File: config.mk
export PLATFORM = sky130hd
export DESIGN_NAME = uart_rx_core
export DESIGN_NICKNAME = d
export VERILOG_FILES = /design/src/rtl/uart_rx_core_pkg.sv /design/src/rtl/uart_rx_core_bit_timer.sv /design/src/rtl/uart_rx_core.sv
export SDC_FILE = /design/constraint.sdc
export NUM_CORES = 1
export LEC_CHECK = 0
export CAP_MARGIN = 10
export CORE_MARGIN = 2
export CORE_UTILIZATION = 40
export DETAILED_ROUTE_END_ITERATION = 16
export PLACE_DENSITY = 0.61
export SYNTH_ARGS = -nofsm -noshare
export SYNTH_HDL_FRONTEND = slang
export SYNTH_SLANG_ARGS = --single-unit
File: constraint.sdc
create_clock -name clk -period 2.6 [get_ports clk]
set_input_delay 0.52 -clock clk [delete_from_list [all_inputs] [get_ports clk]]
set_output_delay 0.52 -clock clk [all_outputs]
set_load 0.1 [all_outputs]
File: src/rtl/uart_rx_core_pkg.sv
// Shared definitions for the UART receive path: FSM state encoding and
// bit-period arithmetic. The transmitter uses the same helpers.
package uart_rx_core_pkg;

   localparam int DATA_BITS = 8;

   typedef enum logic [2:0] {
      ST_ARM    = 3'd0,
      ST_IDLE   = 3'd1,
      ST_START  = 3'd2,
      ST_DATA   = 3'd3,
      ST_PARITY = 3'd4,
      ST_STOP   = 3'd5,
      ST_BREAK  = 3'd6
   } rx_state_e;

   // Clock cycles per bit, rounded to the nearest integer.
   function automatic int clks_per_bit(input int clk_hz, input int baud);
      return (clk_hz + baud / 2) / baud;
   endfunction

endpackage

File: src/rtl/uart_rx_core_bit_timer.sv
// uart_bit_timer: loadable down-counter. After a load of N, tick is high
// for one cycle, N cycles later. The counter then rests at zero (busy=0)
// until the next load. A load in the same cycle as tick takes priority.
import uart_rx_core_pkg::*;

module uart_bit_timer #(
   parameter int W = 8
) (
   input  logic         clk,
   input  logic         reset,
   input  logic         load,
   input  logic [W-1:0] load_val,
   output logic         tick,
   output logic         busy
);

   logic [W-1:0] cnt;

   // Count down toward zero; reload on request.
   always_ff @(posedge clk) begin
      if (reset)
         cnt <= '0;
      else if (load)
         cnt <= load_val;
      else if (cnt != '0)
         cnt <= cnt - W'(1);
   end

   assign tick = (cnt == W'(1));
   assign busy = (cnt != '0);

endmodule

File: src/rtl/uart_rx_core.sv
// uart_rx_core: 8N1 UART receiver with valid/ready output, sticky framing
// and overrun flags. Define UART_RX_PARITY_EN for 8E1 framing with an
// extra sticky rx_parity_err flag.
import uart_rx_core_pkg::*;

module uart_rx_core #(
   parameter int CLK_FREQ_HZ = 25_000_000,
   parameter int BAUD        = 115_200
) (
   input  logic       clk,
   input  logic       reset,
   input  logic       rxd,
   output logic [7:0] rx_data,
   output logic       rx_valid,
   input  logic       rx_ready,
   output logic       rx_frame_err,
   output logic       rx_overrun,
`ifdef UART_RX_PARITY_EN
   output logic       rx_parity_err,
`endif
   input  logic       err_clr
);

   localparam int              CPB  = clks_per_bit(CLK_FREQ_HZ, BAUD);
   localparam int              CW   = $clog2(CPB) + 1;
   localparam logic [CW-1:0]   FULL = CW'(CPB);
   localparam logic [CW-1:0]   HALF = CW'(CPB / 2);

   rx_state_e      state;
   logic           rxd_meta, rxd_s, rxd_q;
   logic [2:0]     bit_idx;
   logic [7:0]     shreg;
   logic           tmr_load, tmr_tick, tmr_busy;
   logic [CW-1:0]  tmr_val;
   logic           fall;
`ifdef UART_RX_PARITY_EN
   logic           par_bad;
`endif

   // Two-flop synchronizer plus one delayed copy for edge detection;
   // held at the idle level during reset.
   always_ff @(posedge clk) begin
      if (reset) begin
         rxd_meta <= 1'b1;
         rxd_s    <= 1'b1;
         rxd_q    <= 1'b1;
      end else begin
         rxd_meta <= rxd;
         rxd_s    <= rxd_meta;
         rxd_q    <= rxd_s;
      end
   end

   assign fall = rxd_q & ~rxd_s;

   // Timer control: ARM restarts the qualification window whenever the
   // line is low; a start edge arms a half-bit wait; every sampled bit
   // rearms a full bit period.
   always_comb begin
      tmr_load = 1'b0;
      tmr_val  = FULL;
      case (state)
         ST_ARM:   tmr_load = ~rxd_s | ~tmr_busy;
         ST_IDLE:  begin
            tmr_load = fall;
            tmr_val  = HALF;
         end
         ST_START, ST_DATA, ST_PARITY: tmr_load = tmr_tick;
         default:  tmr_load = 1'b0;
      endcase
   end

   uart_bit_timer #(.W(CW)) u_timer (
      .clk      (clk),
      .reset    (reset),
      .load     (tmr_load),
      .load_val (tmr_val),
      .tick     (tmr_tick),
      .busy     (tmr_busy)
   );

   // Receive FSM with registered outputs. Clears and handshake come
   // first so that an error set or a delivery in the same cycle wins.
   always_ff @(posedge clk) begin
      if (reset) begin
         state        <= ST_ARM;
         bit_idx      <= '0;
         shreg        <= '0;
         rx_data      <= '0;
         rx_valid     <= 1'b0;
         rx_frame_err <= 1'b0;
         rx_overrun   <= 1'b0;
`ifdef UART_RX_PARITY_EN
         rx_parity_err <= 1'b0;
         par_bad       <= 1'b0;
`endif
      end else begin
         if (err_clr) begin
            rx_frame_err <= 1'b0;
            rx_overrun   <= 1'b0;
`ifdef UART_RX_PARITY_EN
            rx_parity_err <= 1'b0;
`endif
         end
         if (rx_valid && rx_ready)
            rx_valid <= 1'b0;

         case (state)
            ST_ARM:
               if (tmr_tick && rxd_s) state <= ST_IDLE;
            ST_IDLE:
               if (fall) state <= ST_START;
            ST_START:
               if (tmr_tick) begin
                  if (rxd_s) state <= ST_IDLE;
                  else begin
                     state   <= ST_DATA;
                     bit_idx <= '0;
                  end
               end
            ST_DATA:
               if (tmr_tick) begin
                  shreg <= {rxd_s, shreg[7:1]};
                  if (bit_idx == 3'd7) begin
`ifdef UART_RX_PARITY_EN
                     state <= ST_PARITY;
`else
                     state <= ST_STOP;
`endif
                  end else begin
                     bit_idx <= bit_idx + 3'd1;
                  end
               end
`ifdef UART_RX_PARITY_EN
            ST_PARITY:
               if (tmr_tick) begin
                  par_bad <= (rxd_s != ^shreg);
                  if (rxd_s != ^shreg) rx_parity_err <= 1'b1;
                  state <= ST_STOP;
               end
`endif
            ST_STOP:
               if (tmr_tick) begin
                  if (!rxd_s) begin
                     rx_frame_err <= 1'b1;
                     state        <= ST_BREAK;
                  end else begin
                     state <= ST_IDLE;
`ifdef UART_RX_PARITY_EN
                     if (!par_bad) begin
`else
                     begin
`endif
                        if (!rx_valid || rx_ready) begin
                           rx_data  <= shreg;
                           rx_valid <= 1'b1;
                        end else begin
                           rx_overrun <= 1'b1;
                        end
                     end
                  end
               end
            ST_BREAK:
               if (rxd_s) state <= ST_IDLE;
            default:
               state <= ST_ARM;
         endcase
      end
   end

endmodule

==> results.ini <==
[critical_path]
critPathKind=reg2reg
r2r_slack_ns=0.68
regToRegStartpoint=u_timer.cnt[1]$_SDFFE_PP0P_
timing.critical_path.required_ns=2.82
reg2regPathDepth=6
rr_endpoint=bit_idx[1]$_SDFFE_PP0P_
critPathLaunchType=flip-flop
cp.arrival_ns=2.14
worstSetupEndpointType=flip-flop
cp_max_fo=7

[drt]
wire_per_inst_um=14.9
routed-via-count=1491
vias_per_cell=5.63
antenna_left=0
finalWirelength_mm=3.95
drt_iter0_drc=71
dr.pass1.iters=4
drc=0

[timing]
tightestPinTransition_ns=0.550
finalSetupViolCount=0
grt_setup_unrepaired=no
slew_headroom_pct=63.0
tns_ns=0
finalCritPeriodShare_pct=73.7
fmax_mhz=522
finalClockSkew_ns=0.00768
timing.hold.ws_ns=0.419
final-hold-violation-count=0
final_max_slew_viol_count=0
finalCriticalPeriod_ns=1.92

[yosys]
yosysMostFrequentCell=dfxtp_1
synth_cell_type_count=43
synth_warnings=0
syn_area_per_cell_sq_um=9.23
synth_commonest_cells=dfxtp_1, mux2i_1, nor2_1
synthCells=197
yosys-top-cells-area=dfxtp_1, mux2i_1, nor2_1
yosysSeqAreaShare_pct=40.7
async_reset_ff_share_pct=0
netlist.area_leader.share_pct=40.7
synth_seq_cells=37
syn-cell-area_sq_um=1820
synth_enable_flop_cells=0
syn_nets=207
synth-main-ff-cell=dfxtp_1
synth.largest_area_cell=dfxtp_1

[hold_path]
hold_depth=1
hold_start=rxd_meta$_SDFF_PP1_
whs_endpoint=rxd_s$_SDFF_PP1_
hold_class=reg2reg

[clock_network]
cts_root_buf=clkbuf_8
h-tree-depth=2
cts_tree=built
cts.repair.resized=0
cts.path.max_buffers=2
numCtsBuffers=5
cts.sinks=37
post_cts_buffers=0
cts_hold_buf=0
clock_latency_ns=0.29
clk_pin_slew_ns=0.07

[global_route]
grtUsageTotal_pct=16.8
grt_pass1_vias=1457
grt_max_degree=22
antenna_found_initial=0
grt-ovfl-total=0
grt_pass1_wl_mm=6.67

[power_and_ir_drop]
power_leakage_uw=0.000928
ir_drop_v=0.000392
p_per_area_nw_per_um2=895

[outcome]
outcome=complete, no violations

[layout]
diodes=0
finalNetCount=222
fin_area_sq_um=2070
area_growth_pct=13.5
layout-drive-gt1-share_pct=15.5
post-route-util_pct=47.4

[floorplanning]
num_io_pins=16
core_area_sq_um=4350
initial_core_util_pct=41.8
die_w_um=71.4
die-area_sq_um=5100
row_count=24
dieHeight_um=71.4

[place]
dpl-instance-area_sq_um=1980
port_buffers=15
dpl.hpwl_mm=2.88
gp_congestion=0.834

[job]
max_cap_viol_count=0

==> cells in the final DEF, fill, tap and decap left out, types with 3 or more instances in the layout <==
cell type        instances
dfxtp_1                 37
mux2i_1                 21
nor2_1                  21
a21oi_1                 15
buf_4                   15
nand2_1                 10
inv_1                    9
nand2b_1                 5
nand3_1                  5
a31oi_1                  5
ha_1                     5
clkbuf_8                 5
and3_1                   4
or3_1                    4
clkdlybuf4s50_1          4
nor3_1                   3
nor2b_1                  3
nor3b_1                  3
or2_2                    3
and2_1                   3
==> layout make-up <==
cell class                      instances  area (sq um)
Tap cell                               52          65.1
Sequential cell                        37           741
Timing Repair Buffer                   19           153
Clock inverter                          2          10.0
Clock buffer                            6          72.6
Multi-Input combinational cell        140           991
Fill cell                             408          2290
Inverter                                9          33.8
==> critical path, stage by stage, from the launching register on <==
cell	delay (ns)
dfxtp_1	0.34
inv_1	0.13
ha_1	0.17
nor4b_4	0.39
nand4_1	0.28
or3_1	0.38
a21oi_1	0.16
==> cells by family after synthesis <==
kind of cell               count (synthesis)  share of synthesized area [%]
AOI/OAI and AO/OA                         32                           11.5
xor gates and xnor gates                   3                           1.44
adders and majority gates                  5                           3.44
buffers and inverters                     20                           4.81
DFF                                       37                           40.7
muxes                                     21                           11.6
and+or+nand+nor                           79                           26.5
==> metrics by stage <==
stage | instances | power [uW] | setup slack [ns]
3_5_place_dp | 257 | 1470 | 0.662
2_1_floorplan | 197 | 1310 | 0.834
3_3_place_gp | 257 | 1430 | 0.668
5_1_grt | 265 | 1980 | 0.483
6_report | 265 | 1850 | 0.683
4_1_cts | 265 | 1850 | 0.645
==> state kept, by name (all words and copies together), names as in the netlist <==
| name | count |
|---|---|
| u_timer.cnt | 9 |
| bit_idx | 3 |
| rx_valid | 1 |
| rxd_meta | 1 |
| rx_frame_err | 1 |
| rxd_s | 1 |
| shreg | 8 |
| rx_overrun | 1 |
| state | 3 |
| rxd_q | 1 |
| rx_data | 8 |
==> power breakdown <==
group	leakage [uW]	switching (uW)	total [uW]	internal, uW
Combinational	0.000582	370	702	331
Sequential	0.000301	124	760	637
Clock	0.0000450	200	386	186
Total	0.000928	694	1850	1150
==> routing by layer <==
metal  GRT usage (%)  part of all wire (%)  wire length, um
met1            20.4                    43             1710
met2            27.9                    51             2000
met3            4.50                   3.4              136
met4            7.34                   2.6              102
met5               0                     0                0
==> how the worst max path moves through the flow <==
stage	start	endpoint	slack [ns]	depth (start not counted)
after floorplan	rx_valid$_SDFF_PP0_	rx_data[0]$_SDFFE_PP0P_	0.83	4
after global placement	rx_ready	rx_data[2]$_SDFFE_PP0P_	0.67	5
after detailed placement	u_timer.cnt[1]$_SDFFE_PP0P_	bit_idx[1]$_SDFFE_PP0P_	0.66	6
after CTS	u_timer.cnt[1]$_SDFFE_PP0P_	bit_idx[1]$_SDFFE_PP0P_	0.65	6
after global routing	u_timer.cnt[1]$_SDFFE_PP0P_	bit_idx[1]$_SDFFE_PP0P_	0.48	6
final	u_timer.cnt[1]$_SDFFE_PP0P_	bit_idx[1]$_SDFFE_PP0P_	0.68	6
(Power assumes the default switching activity.)
